[src/rtl/sdp_ram_stream_reader.sv]
// Streams a (base, length) block out of a simple dual-port RAM read port as a valid/ready stream.
// Optional macro SDP_RD_WRAP_EN: wrap addresses circularly instead of rejecting out-of-range commands.
module sdp_ram_stream_reader #(
  parameter int RAM_WIDTH  = 36,
  parameter int RAM_DEPTH  = 512,
  parameter int RD_LATENCY = 2,
  localparam int ADDR_W    = $clog2(RAM_DEPTH)
) (
  input  logic                 clka,
  input  logic                 rstb,
  input  logic                 start,
  input  logic [ADDR_W-1:0]    base_addr,
  input  logic [ADDR_W:0]      length,
  output logic                 busy,
  output logic                 done,
  output logic                 err,
  output logic [ADDR_W-1:0]    ram_addrb,
  output logic                 ram_enb,
  output logic                 ram_regceb,
  output logic                 ram_rstb,
  input  logic [RAM_WIDTH-1:0] ram_doutb,
  output logic [RAM_WIDTH-1:0] m_data,
  output logic                 m_valid,
  input  logic                 m_ready,
  output logic                 m_last,
  output logic [1:0]           dbg_state
);

  localparam int FIFO_DEPTH = RD_LATENCY + 2;
  localparam int PTR_W      = $clog2(FIFO_DEPTH);
  localparam int CNT_W      = $clog2(FIFO_DEPTH + 1);

  typedef enum logic [1:0] {IDLE = 2'd0, RUN = 2'd1, DRAIN = 2'd2} state_t;

  state_t                 state, state_nxt;
  logic [ADDR_W-1:0]      addr, addr_inc;
  logic [ADDR_W:0]        remaining;
  logic [RD_LATENCY-1:0]  tag_v, tag_last;
  logic [RAM_WIDTH-1:0]   fifo_data [FIFO_DEPTH];
  logic [FIFO_DEPTH-1:0]  fifo_last;
  logic [PTR_W-1:0]       wr_ptr, rd_ptr;
  logic [CNT_W-1:0]       count;
  logic [CNT_W:0]         in_flight;
  logic                   credit, issue, last_issue, fifo_wr, pop, finish;
  logic                   accept, reject, zero_len, out_of_range;
  logic                   done_q;

  // Stream handshake: a word transfers on a cycle where m_valid & m_ready;
  // while m_valid=1 and m_ready=0 the word (data, last) is held unchanged.
  assign m_valid    = (count != '0);
  assign m_data     = fifo_data[rd_ptr];
  assign m_last     = m_valid & fifo_last[rd_ptr];
  assign pop        = m_valid & m_ready;
  assign fifo_wr    = tag_v[RD_LATENCY-1];

  assign ram_addrb  = addr;
  assign ram_enb    = issue;
  assign ram_regceb = 1'b1;
  assign ram_rstb   = rstb;
  assign busy       = (state != IDLE);
  assign done       = done_q;
  assign dbg_state  = state;

  // Reads still inside the RAM pipeline count against FIFO space.
  always_comb begin
    in_flight = '0;
    for (int i = 0; i < RD_LATENCY; i++) begin
      in_flight = in_flight + {{CNT_W{1'b0}}, tag_v[i]};
    end
  end

  assign credit     = (in_flight + {1'b0, count}) < (CNT_W+1)'(FIFO_DEPTH);
  assign issue      = (state == RUN) && credit;
  assign last_issue = issue && (remaining == (ADDR_W+1)'(1));
  assign finish     = (state == DRAIN) && pop && m_last;
  assign addr_inc   = (addr == ADDR_W'(RAM_DEPTH - 1)) ? '0 : addr + ADDR_W'(1);

`ifdef SDP_RD_WRAP_EN
  assign out_of_range = 1'b0;
  assign err          = 1'b0;
`else
  logic err_q;
  assign out_of_range = ({2'b00, base_addr} + {1'b0, length}) > (ADDR_W+2)'(RAM_DEPTH);
  assign err          = err_q;

  always_ff @(posedge clka) begin
    if (rstb) err_q <= 1'b0;
    else      err_q <= reject;
  end
`endif

  always_comb begin
    state_nxt = state;
    accept    = 1'b0;
    reject    = 1'b0;
    zero_len  = 1'b0;
    case (state)
      IDLE: begin
        if (start) begin
          if (length == '0) begin
            zero_len = 1'b1;
          end else if (out_of_range) begin
            reject = 1'b1;
          end else begin
            accept    = 1'b1;
            state_nxt = RUN;
          end
        end
      end
      RUN:     if (last_issue) state_nxt = DRAIN;
      DRAIN:   if (finish) state_nxt = IDLE;
      default: state_nxt = IDLE;
    endcase
  end

  always_ff @(posedge clka) begin
    if (rstb) begin
      state     <= IDLE;
      addr      <= '0;
      remaining <= '0;
      tag_v     <= '0;
      tag_last  <= '0;
      done_q    <= 1'b0;
    end else begin
      state  <= state_nxt;
      done_q <= zero_len | reject | finish;
      if (accept) begin
        addr      <= base_addr;
        remaining <= length;
      end else if (issue) begin
        addr      <= addr_inc;
        remaining <= remaining - (ADDR_W+1)'(1);
      end
      tag_v[0]    <= issue;
      tag_last[0] <= last_issue;
      for (int i = 1; i < RD_LATENCY; i++) begin
        tag_v[i]    <= tag_v[i-1];
        tag_last[i] <= tag_last[i-1];
      end
    end
  end

  // Skid FIFO; credit keeps occupancy at or below FIFO_DEPTH.
  always_ff @(posedge clka) begin
    if (rstb) begin
      wr_ptr    <= '0;
      rd_ptr    <= '0;
      count     <= '0;
      fifo_last <= '0;
    end else begin
      if (fifo_wr) begin
        fifo_last[wr_ptr] <= tag_last[RD_LATENCY-1];
        wr_ptr <= (wr_ptr == PTR_W'(FIFO_DEPTH - 1)) ? '0 : wr_ptr + PTR_W'(1);
      end
      if (pop) begin
        rd_ptr <= (rd_ptr == PTR_W'(FIFO_DEPTH - 1)) ? '0 : rd_ptr + PTR_W'(1);
      end
      case ({fifo_wr, pop})
        2'b10:   count <= count + CNT_W'(1);
        2'b01:   count <= count - CNT_W'(1);
        default: count <= count;
      endcase
    end
  end

  always_ff @(posedge clka) begin
    if (fifo_wr) fifo_data[wr_ptr] <= ram_doutb;
  end

endmodule
[config.mk]
export PLATFORM = sky130hd
export DESIGN_NAME = sdp_ram_stream_reader
export DESIGN_NICKNAME = d
export VERILOG_FILES = /design/src/rtl/sdp_ram_stream_reader.sv
export SDC_FILE = /design/constraint.sdc
export NUM_CORES = 1
export LEC_CHECK = 0
export ABC_AREA = 1
export CORE_UTILIZATION = 59
export DETAILED_ROUTE_END_ITERATION = 10
export HOLD_SLACK_MARGIN = 0.15
export PLACE_DENSITY_LB_ADDON = 0.2
export SYNTH_ARGS = -nofsm -noshare
export SYNTH_HDL_FRONTEND = slang
export SYNTH_SLANG_ARGS = --single-unit
[constraint.sdc]
create_clock -name clka -period 6.1 [get_ports clka]
set_input_delay 1.22 -clock clka [delete_from_list [all_inputs] [get_ports clka]]
set_output_delay 1.22 -clock clka [all_outputs]
set_load 0.02 [all_outputs]
==> flow_metrics.py <==
metrics = {
    "outcome": {
        "outcome": "finished, final reports clean",
    },
    "yosys": {
        "synth.cell_area_mm2": 0.00820,
        "ys_async_sr_fraction": 0,
        "yosys_warnings": 0,
        "synthFlopType": "edfxtp_1",
        "ys_seq_elements": 184,
        "synth_top_area_cell": "edfxtp_1",
        "synthCells": 819,
        "synth_top_area_share": 0.528,
        "synth_edf_count": 144,
        "ys_seq_area_frac": 0.625,
        "synthDistinctLibCells": 36,
        "synth_fp_nets": 900,
        "avgSynthCellArea_um2": 10.0,
        "synth.area.top_cells": "edfxtp_1 (53%), dfxtp_1 (9.8%), nor2_1 (6.0%)",
    },
    "timing": {
        "worst_pin_slew_ns": 1.15,
        "rsz0062_at_grt": "no",
        "setup_viol": 0,
        "fmax_ghz": 0.233,
        "setup_slack_ns": 1.81,
        "slew_viol_final": 0,
        "setup_tns_ns": 0,
        "finalHoldViolations": 0,
        "slew_headroom": 0.231,
        "final.min_clock_period_ns": 4.29,
        "finalCritPeriodShare": 0.703,
        "skew_ns": 0.00878,
    },
    "place": {
        "post-place-ws_ns": 1.58,
        "gp_congestion": 0.976,
        "dpl.hpwl_mm": 11.9,
        "port-buffer-count": 112,
    },
    "pwr": {
        "powerDensity_mw_per_mm2": 358,
        "ir_drop_uv": 327,
        "p_leak_uw": 0.00379,
    },
    "worst_setup_path": {
        "cp_cell_sequence": "buf_4 -> inv_1 -> o21ai_0 -> o22ai_1 -> clkdlybuf4s50_1",
        "end_kind": "primary output",
        "rr_startpoint": "count[0]$_SDFFE_PP0P_",
        "r2r-end": "ram_addrb[3]$_SDFFE_PP0P_",
        "required_ns": 4.88,
        "max_stage_delay_ns": 0.86,
        "reg2reg_slack_ns": 3.29,
        "critical_path_class": "reg2out",
        "arrival_ns": 3.07,
        "critPathMaxFanout": 37,
        "cp_slowest_cell": "inv_1",
        "r2r_cells": 10,
        "cp-start-kind": "flip-flop",
    },
    "clock_network": {
        "cts_tree": "built",
        "clock_sinks": 184,
        "hold_buffers": 0,
        "clk_pin_slew_ns": 0.06,
        "cts-resized-gates": 0,
        "clk_latency_ns": 0.43,
        "clock-root-buffer": "clkbuf_16",
        "ctsHtreeMaxLevel": 4,
        "post_cts_buffers": 0,
        "cts_buffers": 17,
        "cts.path.max_buffers": 2,
    },
    "min_path": {
        "hold_depth": 2,
        "worstHoldStart": "tag_last[0]$_SDFF_PP0_",
        "hp-class": "reg2reg",
        "hold_path_end": "tag_last[1]$_SDFF_PP0_",
    },
    "final_layout": {
        "diodes": 0,
        "fillers": 909,
        "nNetsFinal": 999,
        "drive_above_1_share": 0.0548,
        "area_delta_synth_final_pct": 21.8,
    },
    "routing": {
        "wl_mm": 18.3,
        "drt_iter0_markers": 547,
        "drc": 0,
        "ant_nets": 0,
        "firstDrtPassIters": 5,
        "vias": 6285,
        "routed_via_density": 5.68,
        "wl_per_cell_um": 16.5,
    },
    "die": {
        "core_area_mm2": 0.0134,
        "io-pin-count": 114,
        "die_x_um": 120,
        "fp-row-count": 42,
        "start_util": 0.612,
        "die_h_um": 120,
        "die_area_mm2": 0.0144,
    },
    "grt": {
        "gr-total-overflow": 0,
        "grt_pass1_vias": 6124,
        "grtUsageTotal": 0.265,
        "antenna_found_initial": 0,
        "grt_first_pass_wirelength_mm": 29.0,
        "grt_max_degree": 73,
    },
    "job": {
        "maxCapViolCount": 0,
    },
}
## per-layer routing
layer	global-route usage	wire [µm]	up-vias
met4	0.118	505	0
met2	0.459	9200	243
met5	0	0	-
met3	0.0594	1030	44
li1	-	-	3015
met1	0.315	7540	2983
## where the power goes
| group | internal [µW] | switching, µW | total (µW) | leakage [µW] |
|---|---|---|---|---|
| registers | 1400 | 34.9 | 1430 | 0.00162 |
| clock network | 591 | 455 | 1050 | 0.000278 |
| logic | 437 | 658 | 1100 | 0.00189 |
## synth_stat cells (2+ instances only)
library cell	number
buf_4	3
a21oi_1	31
buf_6	2
nor3_1	5
edfxtp_1	144
nor4_1	3
nand2_1	117
ha_1	20
inv_2	2
clkbuf_1	30
o21ai_0	89
buf_2	2
nor2_1	132
xor2_1	7
buf_1	2
or2_2	4
dfxtp_1	40
nand3_1	35
o22ai_1	36
fa_1	2
inv_1	78
nand4_1	21
## state kept, by name, indices dropped and copies added (netlist names), named ones only
signal     flops
err            1
wr_ptr         2
rd_ptr         2
ram_addrb      9
fifo_last      4
dbg_state      2
tag_last       2
fifo_data    144
count          3
remaining     10
done           1
tag_v          2
## per-stage QoR
| step | utilization | cell area, µm² | cells | hold WS (ns) | total power, µW |
|---|---|---|---|---|---|
| after floorplan | - | 8200 | 819 | 0.388 | 2100 |
| after global placement | 0.703 | 9420 | 1075 | 0.406 | 2510 |
| after detailed placement | 0.703 | 9420 | 1075 | 0.402 | 2540 |
| after CTS | 0.745 | 9980 | 1107 | 0.412 | 3580 |
| after global routing | 0.745 | 9980 | 1107 | 0.431 | 3730 |
| final | 0.745 | 9980 | 1107 | 0.409 | 3570 |
## area by class of cell
cell class                 count  area [µm²]  area share
inverter                      81         304      0.0305
timing repair buffer         119        1170       0.118
multi-input combinational    515        2590       0.260
tap                          176         220      0.0221
clock buffer                  25         515      0.0516
sequential                   184        5130       0.513
clock inverter                 7        53.8     0.00539
## cells in the final DEF, fill, tap and decap left out, types with 2 or more instances in the layout
cell type | synthesis | routed
nor2_1 | 132 | 132
o22ai_1 | 36 | 36
clkdlybuf4s50_1 | 0 | 112
o21ai_0 | 89 | 89
clkbuf_16 | 0 | 17
buf_4 | 3 | 7
nor4_1 | 3 | 3
nor3_1 | 5 | 5
a21oi_1 | 31 | 31
xor2_1 | 7 | 7
dfxtp_1 | 40 | 39
nand4_1 | 21 | 21
or2_2 | 4 | 4
fa_1 | 2 | 2
edfxtp_1 | 144 | 144
inv_2 | 2 | 3
clkbuf_1 | 30 | 2
nand2_1 | 117 | 117
inv_4 | 0 | 2
inv_6 | 0 | 3
nand3_1 | 35 | 35
inv_1 | 78 | 74
clkbuf_8 | 0 | 6
ha_1 | 20 | 20
clkinvlp_4 | 0 | 2
clkinv_1 | 1 | 4
## worst max-delay path: cells and delay by family (launching register included)
family / cells / cell delay, ns
AOI/OAI and AO/OA: 2 / 0.55
buffers and inverters: 3 / 1.77
DFF: 1 / 0.30
## worst max-delay path by stage
stage | to | slack [ns] | cells after the start
floorplan | remaining[1]$_SDFFE_PP0P_ | 3.02 | 18
global placement | remaining[5]$_SDFFE_PP0P_ | 1.68 | 18
detailed placement | ram_addrb[8]$_SDFFE_PP0P_ | 1.58 | 18
CTS | ram_rstb | 1.80 | 2
global route | remaining[2]$_SDFFE_PP0P_ | 1.64 | 18
finish | m_data[23] | 1.81 | 5
## cells by family (layout without fill, tap and decap cells)
| logic type | count (synthesis) | in the layout | synth area share |
|---|---|---|---|
| compound gates | 162 | 162 | 0.107 |
| buf+inv | 120 | 232 | 0.0585 |
| flops | 184 | 184 | 0.625 |
| fa+ha+maj | 22 | 22 | 0.0354 |
| other cells | 1 | 1 | 0.000458 |
| simple gates | 322 | 322 | 0.165 |
| xor+xnor | 8 | 8 | 0.00855 |
(Power assumes the default switching activity.)
